==> src/rtl/clk_enable_scheduler.sv <==
// clk_enable_scheduler
// Sequences CPU/PPU/APU clock enables from the 8.4MHz core clock: holds the
// core idle until PLL lock, handles debug pause, the STOP speed-switch stall
// and owns the 16-bit DIV counter.
// Optional feature macro: CLK_SCHED_SINGLE_STEP_EN (adds the STEP state and
// single-step handling; without it step_req is ignored and encoding 3 unused).
// Enable timing: an enable is high during a clk cycle when the state in that
// cycle is RUN/STEP and the phase of that cycle qualifies. Outputs are
// registered copies computed from the next-state values.

module clk_enable_scheduler #(
  parameter int SWITCH_STALL = 2048,
  parameter int STEP_CYCLES  = 8,
  parameter int LOCK_SYNC    = 2
) (
  input  logic        clk,
  input  logic        reset_n,
  input  logic        pll_locked,
  input  logic        pause_req,
  input  logic        step_req,
  input  logic        speed_switch_req,
  input  logic        div_clear,
  output logic        cpu_en,
  output logic        ppu_en,
  output logic        apu_en,
  output logic [15:0] div,
  output logic        double_speed,
  output logic [2:0]  state
);

  localparam int STALL_W = (SWITCH_STALL > 1) ? $clog2(SWITCH_STALL) : 1;

  typedef enum logic [2:0] {
    ST_WAIT_LOCK = 3'd0,
    ST_RUN       = 3'd1,
    ST_PAUSED    = 3'd2,
`ifdef CLK_SCHED_SINGLE_STEP_EN
    ST_STEP      = 3'd3,
`endif
    ST_SWITCH    = 3'd4
  } state_t;

  // True for states in which the enables are generated and phase advances.
  function automatic logic is_active(input state_t s);
    logic act;
    case (s)
      ST_RUN:  act = 1'b1;
`ifdef CLK_SCHED_SINGLE_STEP_EN
      ST_STEP: act = 1'b1;
`endif
      default: act = 1'b0;
    endcase
    return act;
  endfunction

  logic [LOCK_SYNC-1:0] lock_sync_r;
  logic                 lock_s;

  state_t               state_r;
  state_t               state_nxt_s;
  logic                 phase_r;
  logic                 phase_nxt_s;
  logic                 double_speed_r;
  logic                 double_speed_nxt_s;
  logic [STALL_W-1:0]   stall_cnt_r;
  logic [STALL_W-1:0]   stall_cnt_nxt_s;
  logic                 switch_clr_s;

  logic                 active_nxt_s;
  logic                 cpu_en_nxt_s;
  logic                 ppu_en_nxt_s;
  logic                 cpu_en_r;
  logic                 ppu_en_r;
  logic                 apu_en_r;
  logic [15:0]          div_r;

`ifdef CLK_SCHED_SINGLE_STEP_EN
  localparam int STEP_W = (STEP_CYCLES > 1) ? $clog2(STEP_CYCLES) : 1;
  logic [STEP_W-1:0]    step_cnt_r;
  logic [STEP_W-1:0]    step_cnt_nxt_s;
`else
  logic                 unused_step_s;
  assign unused_step_s = step_req;
`endif

  assign lock_s = lock_sync_r[LOCK_SYNC-1];

  // Synchronize the asynchronous PLL lock into the clk domain.
  always_ff @(posedge clk or negedge reset_n) begin
    if (!reset_n) begin
      lock_sync_r <= '0;
    end else begin
      lock_sync_r <= (lock_sync_r << 1) | LOCK_SYNC'(pll_locked);
    end
  end

  // Next-state, phase, speed mode and counter decisions; lock loss wins.
  always_comb begin
    state_nxt_s        = state_r;
    phase_nxt_s        = phase_r;
    double_speed_nxt_s = double_speed_r;
    stall_cnt_nxt_s    = stall_cnt_r;
    switch_clr_s       = 1'b0;
`ifdef CLK_SCHED_SINGLE_STEP_EN
    step_cnt_nxt_s     = step_cnt_r;
`endif
    if (!lock_s) begin
      state_nxt_s = ST_WAIT_LOCK;
    end else begin
      case (state_r)
        ST_WAIT_LOCK: begin
          phase_nxt_s = 1'b0;
          if (pause_req) begin
            state_nxt_s = ST_PAUSED;
          end else begin
            state_nxt_s = ST_RUN;
          end
        end
        ST_RUN: begin
          phase_nxt_s = ~phase_r;
          if (pause_req) begin
            state_nxt_s = ST_PAUSED;
          end else if (speed_switch_req) begin
            state_nxt_s     = ST_SWITCH;
            stall_cnt_nxt_s = '0;
            switch_clr_s    = 1'b1;
          end else begin
            state_nxt_s = ST_RUN;
          end
        end
        ST_PAUSED: begin
          if (!pause_req) begin
            state_nxt_s = ST_RUN;
          end
`ifdef CLK_SCHED_SINGLE_STEP_EN
          else if (step_req) begin
            state_nxt_s    = ST_STEP;
            step_cnt_nxt_s = '0;
          end
`endif
          else begin
            state_nxt_s = ST_PAUSED;
          end
        end
`ifdef CLK_SCHED_SINGLE_STEP_EN
        ST_STEP: begin
          phase_nxt_s = ~phase_r;
          if (step_cnt_r == STEP_W'(STEP_CYCLES - 1)) begin
            step_cnt_nxt_s = '0;
            if (pause_req) begin
              state_nxt_s = ST_PAUSED;
            end else begin
              state_nxt_s = ST_RUN;
            end
          end else begin
            step_cnt_nxt_s = step_cnt_r + STEP_W'(1);
          end
        end
`endif
        ST_SWITCH: begin
          if (stall_cnt_r == STALL_W'(SWITCH_STALL - 1)) begin
            double_speed_nxt_s = ~double_speed_r;
            phase_nxt_s        = 1'b0;
            stall_cnt_nxt_s    = '0;
            state_nxt_s        = ST_RUN;
          end else begin
            stall_cnt_nxt_s = stall_cnt_r + STALL_W'(1);
          end
        end
        default: begin
          state_nxt_s = ST_WAIT_LOCK;
        end
      endcase
    end
  end

  // Enable values for the upcoming cycle, derived from next state and phase.
  always_comb begin
    active_nxt_s = is_active(state_nxt_s);
    ppu_en_nxt_s = active_nxt_s & phase_nxt_s;
    if (double_speed_nxt_s) begin
      cpu_en_nxt_s = active_nxt_s;
    end else begin
      cpu_en_nxt_s = active_nxt_s & phase_nxt_s;
    end
  end

  // FSM state, phase, speed mode and stall/step counters.
  always_ff @(posedge clk or negedge reset_n) begin
    if (!reset_n) begin
      state_r        <= ST_WAIT_LOCK;
      phase_r        <= 1'b0;
      double_speed_r <= 1'b0;
      stall_cnt_r    <= '0;
`ifdef CLK_SCHED_SINGLE_STEP_EN
      step_cnt_r     <= '0;
`endif
    end else begin
      state_r        <= state_nxt_s;
      phase_r        <= phase_nxt_s;
      double_speed_r <= double_speed_nxt_s;
      stall_cnt_r    <= stall_cnt_nxt_s;
`ifdef CLK_SCHED_SINGLE_STEP_EN
      step_cnt_r     <= step_cnt_nxt_s;
`endif
    end
  end

  // Registered clock-enable outputs.
  always_ff @(posedge clk or negedge reset_n) begin
    if (!reset_n) begin
      cpu_en_r <= 1'b0;
      ppu_en_r <= 1'b0;
      apu_en_r <= 1'b0;
    end else begin
      cpu_en_r <= cpu_en_nxt_s;
      ppu_en_r <= ppu_en_nxt_s;
      apu_en_r <= ppu_en_nxt_s;
    end
  end

  // DIV counter: clears (CPU write or speed switch) beat CPU-rate increments.
  always_ff @(posedge clk or negedge reset_n) begin
    if (!reset_n) begin
      div_r <= 16'h0000;
    end else if (div_clear || switch_clr_s) begin
      div_r <= 16'h0000;
    end else if (cpu_en_r) begin
      div_r <= div_r + 16'h0001;
    end else begin
      div_r <= div_r;
    end
  end

  assign cpu_en       = cpu_en_r;
  assign ppu_en       = ppu_en_r;
  assign apu_en       = apu_en_r;
  assign div          = div_r;
  assign double_speed = double_speed_r;
  assign state        = state_r;

endmodule
==> config.mk <==
export PLATFORM = sky130hd
export DESIGN_NAME = clk_enable_scheduler
export DESIGN_NICKNAME = d
export VERILOG_FILES = /design/src/rtl/clk_enable_scheduler.sv
export SDC_FILE = /design/constraint.sdc
export NUM_CORES = 1
export LEC_CHECK = 0
export CORE_UTILIZATION = 56
export DETAILED_ROUTE_END_ITERATION = 10
export GPL_TIMING_DRIVEN = 0
export PLACE_DENSITY_LB_ADDON = 0.15
export SLEW_MARGIN = 0
export SYNTH_ARGS = -nofsm -noshare
export SYNTH_HDL_FRONTEND = slang
export SYNTH_SLANG_ARGS = --single-unit
==> constraint.sdc <==
create_clock -name clk -period 4.7 [get_ports clk]
set_input_delay 0.94 -clock clk [delete_from_list [all_inputs] [get_ports clk]]
set_output_delay 0.94 -clock clk [all_outputs]
set_load 0.01 [all_outputs]
Word-level counts from Yosys, hierarchy flattened
Index checks and enable logic that the tools add are counted.
W data, S select, Z words.

storage, ports and cells
  register bits = 36
  output and inout port bits = 23
  input bits = 7
  word-level logic and storage cells = 51

cells by class
  mux-type cells = 24
  equal/unequal tests = 7
  add/sub/neg operators = 2
  bitwise gates (word level) = 4
  reduce and logical (&&, ||, !) cells = 6

operator list
  kind                     count
  $mux W11                 3
  $mux W16                 2
  $pmux W11 S2             1
  $add A16 B1 Y16 const B  1
  $mux W3                  4
  $add A11 B1 Y11 const B  1
  $eq A11 B11 Y1 const B   1
  $mux W1                  11
  $pmux W3 S3              1
  $eq A3 B1 Y1 const B     2
  $ne A2 B2 Y1 const B     2
  $reduce_and A4 Y1        1
  $reduce_bool A2 Y1       2
  $eq A3 B2 Y1 const B     1
  $eq A3 B3 Y1 const B     1
  $logic_not A3 Y1         1
  $pmux W1 S3              1
  $mux W2                  1
  $not A1 Y1               2
  $or A2 B1 Y2             1
  $reduce_or A2 Y1         1
  $and A1 B1 Y1            1
  $logic_or A1 B1 Y1       1

Longest topological paths before layout
Gate-level depths: netlist of run 1.

  depth in word-level cells = 8
  depth in mapped cells = 6

Worst setup path before layout of run 1
No wires, ideal clock.

  kind = input to register
  from = input pause_req
  to = register div_r[0] (netlist: div[0])
  data arrival time = 1.802 ns
  setup time = 0.132 ns
  required time = 4.568 ns
  cell stages on the path = 4
  path slack = 2.766 ns
  cells stage by stage = and4bb_2 > a21o_1 > clkbuf_1 > nor2_1

between the ends
  word-level cells in the longest chain between the ends = 5
  elaborated cells between the ends (all ways) = 6
  those cells by class = mux: 4; reduce/logical: 2

ends and longest elaborated chain
  item                                                   line  RTL
  start: declaration                                     19    input logic pause_req,
  $mux W1 (*)                                            121   if (pause_req) begin
  $mux W1 (*)                                            110   case (state_r)
  $mux W1 (*)                                            107   if (!lock_s) begin
  $logic_or A1 B1 Y1 (*)                                 226   end else if (div_clear || switch_clr_s) begin
  $mux W16 / $reduce_bool A2 Y1 (equally long branches)  --
  end signal: assignment                                 229   div_r <= div_r + 16'h0001;
  end signal: assignment                                 231   div_r <= div_r;
  end: declaration                                       75    logic [15:0] div_r;

Mark *: on every way between the ends. The rest lies on a longest branch, timed or not.
A chain may end at the register's enable or synchronous reset.

Worst setup path in the final report of run 1
  from = input pause_req
  to = register div_r[2] (netlist: div[2])

The elaborated chain is that of the path after synthesis.

==> impl_metrics.env, run 1 <==
export IMPL_drive_gt1_share_pct=6.70
export IMPL_finalCritPeriodShare_pct=49.5
export IMPL_firstDrtPassIters=4
export IMPL_startpoint_type="input pin"
export IMPL_fin_tns_setup_ps=0
export IMPL_slowest_delay_ps=440
export IMPL_hold_worst_slack_ps=368
export IMPL_die_area_um2=3460
export IMPL_cp_max_fo=10
export IMPL_rsz0062_at_grt="false"
export IMPL_finalSetupViolations=0
export IMPL_syn_num_nets=197
export IMPL_grt_usage_pct=24.8
export IMPL_cts_tree="done"
export IMPL_relSlewSlack_pct=48.1
export IMPL_critPathBufInv=2
export IMPL_grt_overflow=0
export IMPL_vdd_ir_drop_max_v=0.000225
export IMPL_synth_top_area_cell="dfrtp_1"
export IMPL_diodes=0
export IMPL_syn_area_um2=1810
export IMPL_cts_sinks=36
export IMPL_synth_cell_types=42
export IMPL_netlist_area_leader_share_pct=49.8
export IMPL_ant_nets=0
export IMPL_hold_viol=0
export IMPL_leakagePower_uw=0.000885
export IMPL_arrival_ps=2540
export IMPL_yosys_warnings=0
export IMPL_drt_total_wl_mm=3.76
export IMPL_core_area_um2=3050
export IMPL_path_class="input pin to flip-flop"
export IMPL_max_freq_ghz=0.430
export IMPL_area_delta_synth_final_pct=21.5
export IMPL_io_pins=30
export IMPL_cts_buffers=5
export IMPL_cts_buffer_depth=2
export IMPL_fin_skew_ps=4.64
export IMPL_hold_buffers=0
export IMPL_synth_seq_cells=36
export IMPL_clkSlewWorstSetupHoldPaths_ps=100
export IMPL_grt_antenna_before_repair=0
export IMPL_cts_root_buf="clkbuf_4"
export IMPL_final_cell_mix="36 x dfrtp_1, 27 x clkdlybuf4s50_1, 17 x nand2_1"
export IMPL_dpl_hpwl_mm=2.64
export IMPL_path_delay_family="buffers and inverters"
export IMPL_max_cap_viol_count=0
export IMPL_worstPathRequired_ps=4920
export IMPL_fillers=242
export IMPL_cts_resized=0
export IMPL_routedWlPerCell_um=14.0
export IMPL_core_rowCount=20
export IMPL_final_nets=232
export IMPL_cp_cell_sequence="clkdlybuf4s50_1 > and4bb_2 > a21o_1 > clkbuf_1 > nor2_1"
export IMPL_status="complete, no violations"
export IMPL_yosysSeqAreaShare_pct=49.8
export IMPL_ys_flop_type="dfrtp_1"
export IMPL_powerDensity_nw_per_um2=292
export IMPL_die_y_um=58.9
export IMPL_ys_top_cells_by_area="dfrtp_1 50%, o21ai_0 4.4%, nand2_1 3.5%"
export IMPL_postSynthAreaPerCell_um2=9.63
export IMPL_worstMarginPinSlew_ps=778
export IMPL_grt_pass1_vias=1445
export IMPL_cp_end_kind="flip-flop"
export IMPL_dr_total_vias=1586
export IMPL_drc=0
export IMPL_fin_crit_ps=2330
export IMPL_grt_max_degree=37
export IMPL_rrSetupSlack_ps=2700
export IMPL_io_buffers=28
export IMPL_clock_latency_ps=340
export IMPL_synthArstFlopShare_pct=100
export IMPL_die_w_um=58.9
export IMPL_drtIter0Drc=68
export IMPL_postSynthCellCount=188
export IMPL_synth_edf_count=0
export IMPL_finalWeightedCongestion=0.785
export IMPL_finalMaxSlewViolations=0
export IMPL_cp_slowest_cell="clkdlybuf4s50_1"
export IMPL_vias_per_cell=5.92
export IMPL_start_util_pct=59.3
export IMPL_grt_pass1_wl_mm=6.33
export IMPL_layout_commonest_cell="dfrtp_1"
export IMPL_post_cts_buffers=0
export IMPL_min_path_type="flip-flop to flip-flop"
export IMPL_htree_levels=2
## cells in the mapped netlist (all sizes together), types with 3 or more instances
master,number
dfrtp,36
nand4,7
xor2,4
nand2,17
buf,3
a21oi,12
nor2,15
o21ai,17
xnor2,6
nand3,8
a31oi,9
inv,4
nor2b,3
or3,9
clkbuf,5
and3,3
o31ai,3
## sequential cells by signal, summed over array words and instances (netlist names)
register / flops
apu_en: 1
cpu_en: 1
div: 16
double_speed: 1
lock_sync_r: 2
phase_r: 1
stall_cnt_r: 11
state: 3
## routing by layer
metal / routed length [µm] / GRT usage (%) / part of all wire, %
met1: 1590 / 29.2 / 42
met2: 1930 / 43.8 / 51
met3: 192 / 4.62 / 5.1
met4: 50 / 11.6 / 1.3
met5: 0 / 0 / 0
## kinds of logic after synthesis
group | share of synthesized area [%]
and+or+nand+nor | 23.3
AOI/OAI and AO/OA | 17.2
DFF | 49.8
buffers and inverters | 2.97
xor gates and xnor gates | 4.84
adders and majority gates | 1.38
muxes | 0.553
## metrics by stage
step / worst slack (ps) / utilization, % / instances / power (µW) / area, µm²
floorplan: 2770 / - / 188 / 434 / 1810
global route: 2250 / 72.0 / 268 / 673 / 2200
global placement: 1960 / 70.3 / 260 / 463 / 2150
detailed placement: 2030 / 70.1 / 260 / 471 / 2140
CTS: 2380 / 72.0 / 268 / 646 / 2200
finish: 2370 / 72.0 / 268 / 643 / 2200
## where the power goes
group | internal [µW] | switching (µW) | total (µW) | leakage, µW
clock | 73.8 | 102 | 176 | 0.0000326
combinational | 36.5 | 43.5 | 80.0 | 0.000373
sequential | 343 | 44.1 | 387 | 0.000480
total | 453 | 190 | 643 | 0.000885
## path summary, 6_finish.rpt
path	to	cells past startpoint	startpoint
hold reg to reg	lock_sync_r[1]$_DFF_PN0_	0	lock_sync_r[0]$_DFF_PN0_
setup / recovery	div[2]$_DFFE_PN0P_	5	pause_req
max in group asynchronous	div[7]$_DFFE_PN0P_	1	reset_n
hold / removal	lock_sync_r[1]$_DFF_PN0_	0	lock_sync_r[0]$_DFF_PN0_
min in group asynchronous	div[3]$_DFFE_PN0P_	1	reset_n
setup reg to reg	apu_en$_DFF_PN0_	6	stall_cnt_r[0]$_DFFE_PN0P_
## area by class of cell
class	instances	area [µm²]	share of cell area, %
Sequential cell	36	901	41.0
Multi-Input combinational cell	140	856	38.9
Timing Repair Buffer	28	275	12.5
Tap cell	44	55.1	2.50
Inverter	4	15.0	0.683
Buffer	8	38.8	1.76
Clock buffer	8	58.8	2.67
Note: power is estimated with default switching activity, not from simulation.
==> run 2, diff against run 1 <==
Settings changed: CORE_UTILIZATION 56 to 47.
Clock period 4.7 ns to 1.9 ns, I/O delays scaled along.
==> run 2 against run 1 <==
Largest cell class unchanged. Highest routed layer unchanged. Routed wire length is 3.7% higher. Largest power group unchanged. Hold slack worse by 200 ps. Via count is 2.0% lower.
==> impl_metrics.env, run 2 (synthesis results as in run 1) <==
export IMPL_post_place_ws_ps=-228
export IMPL_die_area_um2=4100
export IMPL_htree_levels=2
export IMPL_grt_max_degree=37
export IMPL_fillers=316
export IMPL_cts_buffers=5
export IMPL_fin_skew_ps=6.42
export IMPL_relSlewSlack_pct=48.1
export IMPL_vdd_ir_drop_max_v=0.000588
export IMPL_critPathBufInv=1
export IMPL_clkSlewWorstSetupHoldPaths_ps=70
export IMPL_grt_overflow=0
export IMPL_cts_tree="done"
export IMPL_routedWlPerCell_um=14.4
export IMPL_vias_per_cell=5.73
export IMPL_finalSetupViolations=0
export IMPL_clock_latency_ps=290
export IMPL_path_delay_family="buffers and inverters"
export IMPL_grt_antenna_before_repair=0
export IMPL_cp_max_fo=11
export IMPL_hold_buffers=0
export IMPL_multiInputGateArea_um2=881
export IMPL_largest_reg_flops=16
export IMPL_worstPathRequired_ps=1520
export IMPL_cp_end_kind="primary output"
export IMPL_grt_busiest_layer="met2"
export IMPL_slowest_delay_ps=600
export IMPL_final_nets=232
export IMPL_start_util_pct=49.1
export IMPL_powerDensity_nw_per_um2=765
export IMPL_final_cell_mix="36 x dfrtp_1, 27 x clkdlybuf4s50_1, 17 x nand2_1"
export IMPL_cts_root_buf="clkbuf_8"
export IMPL_reg2reg_depth=5
export IMPL_met2_usage_pct=34.7
export IMPL_grt_pass1_wl_mm=6.74
export IMPL_io_buffers=28
export IMPL_layout_commonest_cell="dfrtp_1"
export IMPL_hold_worst_slack_ps=165
export IMPL_die_y_um=64.1
export IMPL_worst_path_stages=1
export IMPL_finalMaxSlewViolations=0
export IMPL_core_area_um2=3690
export IMPL_drt_total_wl_mm=3.90
export IMPL_status="complete, no violations"
export IMPL_finalCritPeriodShare_pct=95.8
export IMPL_fin_crit_ps=1820
export IMPL_ant_nets=0
export IMPL_total_power_uw=1740
export IMPL_startpoint_type="flip-flop"
export IMPL_firstDrtPassIters=4
export IMPL_max_cap_viol_count=0
export IMPL_drc=0
export IMPL_dr_total_vias=1554
export IMPL_setup_slack_ps=79.0
export IMPL_max_freq_ghz=0.549
export IMPL_leakagePower_uw=0.000918
export IMPL_arrival_ps=1440
export IMPL_drive_gt1_share_pct=10.8
export IMPL_grt_usage_pct=21.7
export IMPL_grt_use_met1_pct=27.2
export IMPL_cp_cell_sequence="clkdlybuf4s50_1"
export IMPL_area_delta_synth_final_pct=25.7
export IMPL_drtIter0Drc=91
export IMPL_min_path_type="input pin to asynchronous set/reset pin"
export IMPL_dpl_hpwl_mm=2.75
export IMPL_grtUsageMet3_pct=5.54
export IMPL_register_area_um2=901
export IMPL_core_rowCount=22
export IMPL_postPlaceCellArea_um2=2150
export IMPL_hold_viol=0
export IMPL_worstMarginPinSlew_ps=778
export IMPL_cp_slowest_cell="clkdlybuf4s50_1"
export IMPL_fin_area_um2=2280
export IMPL_cts_buffer_depth=2
export IMPL_diodes=0
export IMPL_finalWeightedCongestion=0.844
export IMPL_die_w_um=64.1
export IMPL_grt_pass1_vias=1501
export IMPL_path_class="flip-flop to primary output"
export IMPL_cts_sinks=36
export IMPL_io_pins=30
==> run 2: cell count changes in the layout (fill, tap and decap cells not counted), sizes merged <==
cell	previous run	this run
buf	4	5
clkbuf	13	11
==> run 2: area by class of cell <==
| type | instances | area share [%] |
|---|---|---|
| flip-flops and latches | 36 | 39.6 |
| plain buffers | 7 | 1.76 |
| multi-input cells | 140 | 38.7 |
| inverters | 4 | 0.660 |
| well taps | 48 | 2.64 |
| clock buffers | 7 | 4.23 |
| repair buffers | 29 | 12.4 |
==> run 2: metrics by stage <==
step / utilization, % / instances / TNS (ps)
after floorplan: - / 188 / 0
after global routing: 61.7 / 271 / -18.4
after CTS: 61.3 / 272 / 0
final: 61.7 / 271 / 0
after global placement: 58.3 / 264 / -12050
after detailed placement: 58.2 / 264 / -2660
==> run 2: path summary, 6_finish.rpt <==
check / endpoint / slack, ps / startpoint
max: state[0] / 80 / state[0]$_DFF_PN0_
min: div[3]$_DFFE_PN0P_ / 160 / reset_n
max reg2reg: div[15]$_DFFE_PN0P_ / 110 / cpu_en$_DFF_PN0_
min reg2reg: lock_sync_r[1]$_DFF_PN0_ / 360 / lock_sync_r[0]$_DFF_PN0_
max in group asynchronous: stall_cnt_r[8]$_DFFE_PN0P_ / 1240 / reset_n
min in group clk: lock_sync_r[1]$_DFF_PN0_ / 360 / lock_sync_r[0]$_DFF_PN0_
==> run 2: metal layers <==
layer / share of wire [%] / wire, µm
met1: 45 / 1740
met2: 50 / 1940
met3: 3.9 / 152
met4: 1.7 / 66
met5: 0 / 0
==> run 2: power by group <==
part / leakage [µW] / switching (µW) / internal, µW
Sequential: 0.000480 / 110 / 850
Combinational: 0.000388 / 105 / 91.2
Clock: 0.0000503 / 261 / 323
Total: 0.000918 / 476 / 1260
==> run 2: repair_timing <==
action                                  in CTS  in global routing
cloned                                       0                  0
endpoints found under the setup margin      15                 22
pin swaps                                    0                  1
buffers inserted                             1                  0
gates resized for setup                      3                  7
==> run 3, diff against run 2 <==
Settings changed: CORE_MARGIN from default to 2.
Clock period 1.9 ns to 1.6 ns, I/O delays scaled along.
==> run 3 against run 2 <==
The flow now finishes with violations (negative setup slack). Register-to-register slack got worse by 210 ps. Critical endpoint is now cpu_en$_DFF_PN0_. Global-route usage is 2.0 points higher. Sequential share of layout area decreased by 7.6 points. Sequential power grew 18%. Cell count is 15% higher. Sequential cell count is the same. Highest routed layer unchanged. Count of clock-buffer cells in the layout is 2 lower. Largest cell class is now multi-input gates.
==> impl_metrics.env, run 3 (synthesis results as in run 1) <==
export IMPL_reg2reg_from="stall_cnt_r[4]$_DFFE_PN0P_"
export IMPL_hold_viol=0
export IMPL_postPlaceCellArea_um2=2160
export IMPL_cp_end_kind="flip-flop"
export IMPL_fillers=236
export IMPL_finalCritPeriodShare_pct=106
export IMPL_dr_total_vias=1822
export IMPL_hold_worst_slack_ps=95.9
export IMPL_routedWlPerCell_um=16.7
export IMPL_fin_area_um2=2830
export IMPL_grt_antenna_before_repair=0
export IMPL_dp_cells=264
export IMPL_arrival_ps=1890
export IMPL_drt_total_wl_mm=5.21
export IMPL_crit_start="stall_cnt_r[4]$_DFFE_PN0P_"
export IMPL_cts_buffers=5
export IMPL_path_class="flip-flop to flip-flop"
export IMPL_rsz0062_at_grt="true"
export IMPL_multiInputGateArea_um2=1010
export IMPL_grt_overflow=0
export IMPL_diodes=0
export IMPL_vdd_ir_drop_max_v=0.000745
export IMPL_die_w_um=66.1
export IMPL_violations="negative setup slack"
export IMPL_core_rowCount=22
export IMPL_powerDensity_nw_per_um2=947
export IMPL_cts_tree="done"
export IMPL_drc=0
export IMPL_fin_crit_ps=1700
export IMPL_stdcell_count=312
export IMPL_drive_gt1_share_pct=34.1
export IMPL_start_util_pct=49.1
export IMPL_io_pins=30
export IMPL_finalMaxSlewViolations=0
export IMPL_register_area_um2=903
export IMPL_finalWeightedCongestion=0.855
export IMPL_die_y_um=66.1
export IMPL_finalSetupViolations=6
export IMPL_cp_max_fo=8
export IMPL_cts_root_buf="clkbuf_8"
export IMPL_rrSetupSlack_ps=-100
export IMPL_setup_slack_ps=-97.4
export IMPL_core_area_um2=3690
export IMPL_max_freq_ghz=0.589
export IMPL_final_cell_mix="39 x buf_4, 34 x dfrtp_1, 17 x nand2_1"
export IMPL_grt_max_degree=37
export IMPL_reg2reg_to="cpu_en$_DFF_PN0_"
export IMPL_worstPathRequired_ps=1790
export IMPL_endpoint="cpu_en$_DFF_PN0_"
export IMPL_status="finished with violations"
export IMPL_worstMarginPinSlew_ps=798
export IMPL_relSlewSlack_pct=46.8
export IMPL_die_area_um2=4360
export IMPL_layout_commonest_cell="buf_4"
export IMPL_clkSlewWorstSetupHoldPaths_ps=80
export IMPL_grt_usage_pct=23.7
export IMPL_ant_nets=0
export IMPL_leakagePower_uw=0.00133
export IMPL_final_nets=272
export IMPL_grt_pass1_wl_mm=7.71
export IMPL_post_place_ws_ps=-444
export IMPL_area_delta_synth_final_pct=56.3
export IMPL_hold_buffers=0
export IMPL_clock_latency_ps=300
export IMPL_fin_skew_ps=8.24
export IMPL_cts_sinks=36
export IMPL_reg2reg_depth=5
export IMPL_vias_per_cell=5.84
export IMPL_dpl_hpwl_mm=2.74
export IMPL_firstDrtPassIters=4
export IMPL_drtIter0Drc=112
export IMPL_grt_pass1_vias=1719
export IMPL_cts_buffer_depth=2
export IMPL_min_path_type="input pin to asynchronous set/reset pin"
export IMPL_fin_tns_setup_ps=-434
export IMPL_startpoint_type="flip-flop"
export IMPL_io_buffers=28
export IMPL_largest_reg_flops=16
export IMPL_htree_levels=2
export IMPL_max_cap_viol_count=0
-- run 3: cell count changes in the layout (fill, tap and decap cells not counted), sizes merged --
cell and delta:
buf +42, bufinv +3, clkbuf -3, clkdlybuf4s50 -13
dlygate4sd2 +5, dlymetal6s2s +7
-- run 3: layer usage --
metal / wire length [µm] / up-vias / GRT usage (%)
li1: - / 843 / -
met1: 2090 / 906 / 27.7
met2: 2740 / 63 / 41.8
met3: 266 / 10 / 4.09
met4: 100 / 0 / 11.7
met5: 0 / - / 0
-- run 3: critical path: stages, from the launching register on --
cell and delay (ps):
dfrtp_1 430, and3_1 190, clkbuf_4 200, a31oi_4 160
a221o_1 410, o21a_1 190
-- run 3: worst min-delay path by stage --
| stage | startpoint | to | slack, ps | cells after the start |
|---|---|---|---|---|
| 2_1_floorplan | reset_n | apu_en$_DFF_PN0_ | 20 | 0 |
| 3_3_place_gp | lock_sync_r[0]$_DFF_PN0_ | lock_sync_r[1]$_DFF_PN0_ | 340 | 0 |
| 3_5_place_dp | lock_sync_r[0]$_DFF_PN0_ | lock_sync_r[1]$_DFF_PN0_ | 340 | 0 |
| 4_1_cts | reset_n | div[4]$_DFFE_PN0P_ | 130 | 1 |
| 5_1_grt | reset_n | div[14]$_DFFE_PN0P_ | 160 | 1 |
| 6_report | reset_n | div[3]$_DFFE_PN0P_ | 100 | 1 |
-- run 3: layout make-up --
type                            count  share of cell area (%)
Sequential cell                    36                    31.9
Tap cell                           48                    2.12
Timing Repair Buffer               68                    21.1
Buffer                              8                    3.14
Clock buffer                        5                    2.43
Clock inverter                      3                    3.18
Inverter                            4                   0.531
Multi-Input combinational cell    140                    35.6
-- run 3: per-stage QoR --
step	power, µW	utilization (%)
detailed placement	1390	58.7
CTS	2590	71.1
global route	2760	76.7
finish	2680	76.7
global placement	1370	58.8
floorplan	1280	-
-- run 3: where the power goes --
part,switching (µW),internal [µW],total [µW]
Clock,365,780,1140
Combinational,205,199,404
Sequential,122,1010,1130
-- run 3: timing repair --
| action | CTS | global route |
|---|---|---|
| endpoints found under the setup margin | 38 | 35 |
| resized for setup | 32 | 37 |
| endpoints found under the hold margin | 0 | 0 |
| pin swaps | 8 | 19 |
| setup buffers | 28 | 13 |
